==> src/rtl/template_match_seq.sv <==
// Sequences one GRIDxGRID template scan: per cell issue coordinates, wait LOOKUP_LAT, take one pixel
// by valid/ready, accumulate |pixel - template|; reports SAD and match flag at scan end.
module template_match_seq #(
    parameter int GRID       = 16,
    parameter int HALVING    = 4,
    parameter int LOOKUP_LAT = 2,
    parameter int SAD_W      = 18
) (
    input  logic             iCLK,
    input  logic             iRST,
    input  logic             iSTART,
    input  logic             iABORT,
    input  logic [SAD_W-1:0] iTHRESH,
    output logic [12:0]      oTX,
    output logic [12:0]      oTY,
    input  logic [9:0]       iTVAL,
    input  logic [9:0]       iPIX,
    input  logic             iPIX_VAL,
    output logic             oPIX_RDY,
    output logic             oBUSY,
    output logic             oDONE,
    output logic [SAD_W-1:0] oSAD,
    output logic             oMATCH
);
    localparam int CELLS  = GRID * GRID;
    localparam int CELL_W = $clog2(CELLS);
    localparam int GW     = $clog2(GRID);
    localparam int LAT_W  = (LOOKUP_LAT > 1) ? $clog2(LOOKUP_LAT) : 1;

    typedef enum logic [2:0] {S_IDLE, S_ISSUE, S_WAIT, S_FETCH, S_DONE} state_t;

    state_t             state_q, state_d;
    logic [CELL_W-1:0]  cell_q, cell_d;
    logic [LAT_W-1:0]   lat_q, lat_d;
    logic [SAD_W-1:0]   acc_q, acc_d;
    logic [SAD_W-1:0]   thresh_q, thresh_d;
    logic [SAD_W-1:0]   sad_q, sad_d;
    logic               match_q, match_d;
    logic [9:0]         tval_q, tval_d;
    logic [12:0]        tx_q, tx_d, ty_q, ty_d;

    logic               xfer, last_cell, lat_last;
    logic signed [10:0] diff, neg_diff;
    logic [9:0]         abs_diff;
    logic [SAD_W-1:0]   acc_sum;
    logic [CELL_W-1:0]  coord_cell;
    logic [GW-1:0]      cx;
    logic [CELL_W-GW-1:0] cy;

    assign xfer      = (state_q == S_FETCH) && iPIX_VAL;
    assign last_cell = (cell_q == CELL_W'(CELLS - 1));
    assign lat_last  = (lat_q == LAT_W'(LOOKUP_LAT - 1));
    assign diff      = $signed({1'b0, iPIX}) - $signed({1'b0, tval_q});
    assign neg_diff  = -diff;
    assign abs_diff  = diff[10] ? neg_diff[9:0] : diff[9:0];
    assign acc_sum   = acc_q + {{(SAD_W-10){1'b0}}, abs_diff};

    // Coordinates for the cell about to be issued: cell 0 on start, next cell otherwise.
    assign coord_cell = (state_q == S_IDLE) ? '0 : cell_q + CELL_W'(1);
    assign cx         = coord_cell[GW-1:0];
    assign cy         = coord_cell[CELL_W-1:GW];

    always_ff @(posedge iCLK or posedge iRST) begin
        if (iRST) begin
            state_q  <= S_IDLE;
            cell_q   <= '0;
            lat_q    <= '0;
            acc_q    <= '0;
            thresh_q <= '0;
            sad_q    <= '0;
            match_q  <= 1'b0;
            tval_q   <= '0;
            tx_q     <= '0;
            ty_q     <= '0;
        end else begin
            state_q  <= state_d;
            cell_q   <= cell_d;
            lat_q    <= lat_d;
            acc_q    <= acc_d;
            thresh_q <= thresh_d;
            sad_q    <= sad_d;
            match_q  <= match_d;
            tval_q   <= tval_d;
            tx_q     <= tx_d;
            ty_q     <= ty_d;
        end
    end

    always_comb begin
        state_d = state_q;
        case (state_q)
            S_IDLE:  if (iSTART) state_d = S_ISSUE;
            S_ISSUE: state_d = S_WAIT;
            S_WAIT:  if (lat_last) state_d = S_FETCH;
            S_FETCH: if (xfer) state_d = last_cell ? S_DONE : S_ISSUE;
            S_DONE:  state_d = S_IDLE;
            default: state_d = S_IDLE;
        endcase
        if (iABORT) state_d = S_IDLE;
    end

    always_comb begin
        cell_d   = cell_q;
        lat_d    = '0;
        acc_d    = acc_q;
        thresh_d = thresh_q;
        sad_d    = sad_q;
        match_d  = match_q;
        tval_d   = tval_q;
        tx_d     = tx_q;
        ty_d     = ty_q;
        case (state_q)
            S_IDLE: begin
                if (iSTART) begin
                    acc_d    = '0;
                    cell_d   = '0;
                    thresh_d = iTHRESH;
                    tx_d     = 13'(cx) << HALVING;
                    ty_d     = 13'(cy) << HALVING;
                end
            end
            S_WAIT: begin
                lat_d = lat_q + LAT_W'(1);
                if (lat_last) tval_d = iTVAL;
            end
            S_FETCH: begin
                if (xfer) begin
                    acc_d = acc_sum;
                    if (last_cell) begin
                        sad_d   = acc_sum;
                        match_d = (acc_sum < thresh_q);
                    end else begin
                        cell_d = cell_q + CELL_W'(1);
                        tx_d   = 13'(cx) << HALVING;
                        ty_d   = 13'(cy) << HALVING;
                    end
                end
            end
            default: ;
        endcase
        // Abort discards everything in flight, including a same-cycle pixel transfer.
        if (iABORT) begin
            acc_d    = '0;
            cell_d   = cell_q;
            thresh_d = thresh_q;
            sad_d    = sad_q;
            match_d  = match_q;
            tx_d     = tx_q;
            ty_d     = ty_q;
        end
    end

    always_comb begin
        oPIX_RDY = (state_q == S_FETCH);
        oBUSY    = (state_q != S_IDLE);
        oDONE    = (state_q == S_DONE);
        oSAD     = sad_q;
        oMATCH   = match_q;
        oTX      = tx_q;
        oTY      = ty_q;
    end
endmodule

==> config.mk <==
export PLATFORM = sky130hd
export DESIGN_NAME = template_match_seq
export DESIGN_NICKNAME = d
export VERILOG_FILES = /design/src/rtl/template_match_seq.sv
export SDC_FILE = /design/constraint.sdc
export NUM_CORES = 1
export LEC_CHECK = 0
export CORE_ASPECT_RATIO = 0.9
export CORE_MARGIN = 2
export CORE_UTILIZATION = 58
export CTS_CLUSTER_DIAMETER = 200
export DETAILED_ROUTE_END_ITERATION = 6
export GPL_TIMING_DRIVEN = 0
export PLACE_DENSITY = 0.83
export SYNTH_ARGS = -nofsm -noshare
export SYNTH_HDL_FRONTEND = slang
export SYNTH_SLANG_ARGS = --single-unit
==> constraint.sdc <==
create_clock -name iCLK -period 13.1 [get_ports iCLK]
set_input_delay 1.965 -clock iCLK [delete_from_list [all_inputs] [get_ports iCLK]]
set_output_delay 1.965 -clock iCLK [all_outputs]
set_load 0.05 [all_outputs]
==> impl_results.md <==
* Outcome: completed
* Fin util at 71.8%
* Dpl cells at between 700 and 800
* Unrepaired setup endpoints after global routing: no
* Number of H-tree levels at 3
* Max Cap Violations at 0
* Worst slack at placement at roughly 5800 ps
* Slew margin rel. at a little under half
* Async S/R FF share, synth at 100%
* Slowest Stage Delay on Critical Path at about 460 ps
* Total GRT Usage at about a quarter
* RR Endpoint: oMATCH
* Comb pwr share at 60.7%
* Routed wire length per instance at approximately 15 um
* Cell Area, Synth at roughly 0.0053 mm^2
* Share of layout cells above drive strength 1 at 16.2%
* WP buf/inv at 2
* Worst setup SP type: input pin
* CTS Hold Bufs at 0
* CTS tree: yes
* Post-synthesis sequential area ratio at around two fifths
* Top delay family on crit path: compound AO/OA/AOI/OAI gates
* DP HPWL at between 8000 and 9000 um
* Worst hold start: lat_last
* VDD IR max at between 0.1 and 0.15 mV
* CP max FO at 10
* Switch Pwr at slightly below 0.6 mW
* Setup TNS at 0 ps
* Cell Pwr Density at 201 mW/mm^2
* Internal at slightly above 0.7 mW
* Final critical-path share of the clock period at between 50% and 60%
* Clock share of power at about an eighth
* Final #Nets at 714
* Area occupied by multi-input gates at 0.00288 mm^2
* Vias at ~4200
* Sequential cell area at about 0.0021 mm^2
* Min-Delay Endpoint: lat_last
* Core Region at 0.00900 mm^2
* Inserted Clock Buffers at 9
* Crit path time final at around 7000 ps
* Antenna-violating nets left at 0
* Height of the die at approximately 95 um
* # DRC at 0
* Clk buf depth at 2
* Sequential share of power at between 20% and 30%
* Area growth from synthesis to layout at 21.4%
* Hold depth at 1
* FILL cells at between 700 and 800
* # IOs at between 90 and 100
* Die X at 105 um
* Final GP Congestion at 0.864
* Clk slew on worst S/H paths at ~90 ps
* Resized Gates After CTS at 0
* Post-synth top flop: dfrtp_1
* Crit path cell chain: clkdlybuf4s50_1, inv_1, ha_1, fa_1, nand2b_1, a21oi_1, o21ai_0, o2bb2ai_1, o21ai_2, nor2_1, xnor2_1, ha_1, a21o_1, a21oi_2, nor2b_1, o21a_1, o41ai_2, xnor2_1, ha_1, a211oi_1, a31oi_1, o21ai_0, a21oi_1, o41ai_2
* Sink Count at 85
* Initial drt markers at about 130
* Skew-Pair Late Insertion Delay at 360 ps
* R2R cell count at 22
* Ant diodes at 0
* Crit end category: flop
* Root Buffer: clkbuf_8
* Crit Path Class: in2reg
* CP dominant cell by count: ha_1
* Leakage power at roughly 3.2 nW
* Post-route setup slack at ~6100 ps
* Mapped Avg Cell Area at approximately 10 um^2
* Post-CTS Setup Inserts at 0
* Critical Path AT at about 7300 ps
* R2r setup slk at around 7800 ps
* Via density per instance at approximately 5.5
* Initial antenna violation count at 0
* Synth warnings at 0
* Syn Inst Count at between 500 and 600
* Post-route insts no fill at around 760
* Worst slew pin tran at ~790 ps
* Core Rows at 33
* Detailed-router iteration count before antenna repair at 4
* WP data required at ~13000 ps
* Power consumption at about 1.3 mW
* Largest net degree at the start of global routing at 70
* Initial cell density of the core at between 50% and 60%
* First-pass GRT wire length at roughly 19000 um
* EDFF count, synth at 0
* Fmax at roughly 140 MHz
* Detailed Route WL at approximately 11000 um
* Yosys cell types at 63
* Final setup fails at 0
* Die area at 0.00996 mm^2
* HP Class: reg2reg
* Vias in the first global route at roughly 4200
* Gr ovfl total at 0
* Leading cell type in the layout, fill and taps excluded: dfrtp_1
* Reg2reg start: tval_q[0]
* Number of max-slew violations in the final report at 0
* Layout Skew at between 10 and 15 ps
* Hold Vio Cnt, Final at 0
* Post-synthesis register bit count at between 80 and 90
* CP max-delay cell: clkdlybuf4s50_1
* Most frequent cells in the layout: 85 x dfrtp_1, 72 x clkdlybuf4s50_1, 44 x nand2_1
* IO Port Bufs at 72
* Sw Share at ~46%
## per-layer routing
metal  up-vias  GRT usage (%)  wire (um)
li1       2020              -          -
met1      2033           29.9       4970
met2        94           42.2       5740
met3        20           5.18        464
met4         0           6.89        177
met5         -              0          0
## how the worst max path moves through the flow
stage / from / end / slack, ps / cells after the start
5_1_grt: iPIX[0] / oMATCH / 5660 / 23
3_5_place_dp: iPIX[0] / oMATCH / 5790 / 23
4_1_cts: iPIX[0] / oMATCH / 6090 / 24
6_report: iPIX[0] / oMATCH / 6080 / 24
3_3_place_gp: iPIX[0] / oMATCH / 5910 / 23
2_1_floorplan: iPIX[0] / oMATCH / 6850 / 24
## sequential cells by signal, summed over array words and instances, names as in the netlist
signal    count
thresh_q     18
oTX           4
cell_q        8
lat_last      1
tval_q       10
oMATCH        1
oTY           4
acc_q        18
oSAD         18
state_q       3
## stage by stage
stage | area [um^2] | hold slack (ps)
after floorplan | 5390 | 412
after global placement | 6260 | 438
after detailed placement | 6290 | 468
after CTS | 6460 | 480
after global routing | 6460 | 507
final | 6460 | 488
## power by group through the flow
stage / Combinational [mW] / Clock, mW / Sequential (mW)
2_1_floorplan: 0.587 / 0 / 0.347
3_3_place_gp: 0.732 / 0 / 0.341
3_5_place_dp: 0.778 / 0 / 0.344
4_1_cts: 0.786 / 0.174 / 0.338
5_1_grt: 0.881 / 0.182 / 0.344
6_report: 0.787 / 0.171 / 0.338
## cells in the mapped netlist (all sizes together) (11+ instances only)
cell type,instances,area share (%)
xnor2,18,3.0
mux2,35,7.4
nand2,46,3.5
o21ai,38,3.6
xor2,18,3.0
ha,39,9.2
a21o,12,1.7
inv,38,2.7
a22o,11,1.8
dfrtp,85,40
a21oi,18,1.8
nand3,11,1.1
nor2,30,2.3
buf,27,3.9
nor3,12,1.2
## final cells by class
class	count	area share, %
plain buffers	34	3.62
flip-flops and latches	85	32.9
clock inverters	6	0.716
multi-input cells	389	44.6
clock buffers	10	1.97
well taps	122	2.36
inverters	38	2.25
repair buffers	73	11.6
## cells by family after synthesis
logic type	count (synthesis)	synth area share (%)
AOI/OAI and AO/OA	122	16.4
xor gates and xnor gates	36	5.92
adders and majority gates	41	9.92
buffers and inverters	72	7.07
DFF	85	40.0
muxes	35	7.40
other	1	0.0704
and+or+nand+nor	137	13.3
Note: power is estimated with default switching activity, not from simulation.
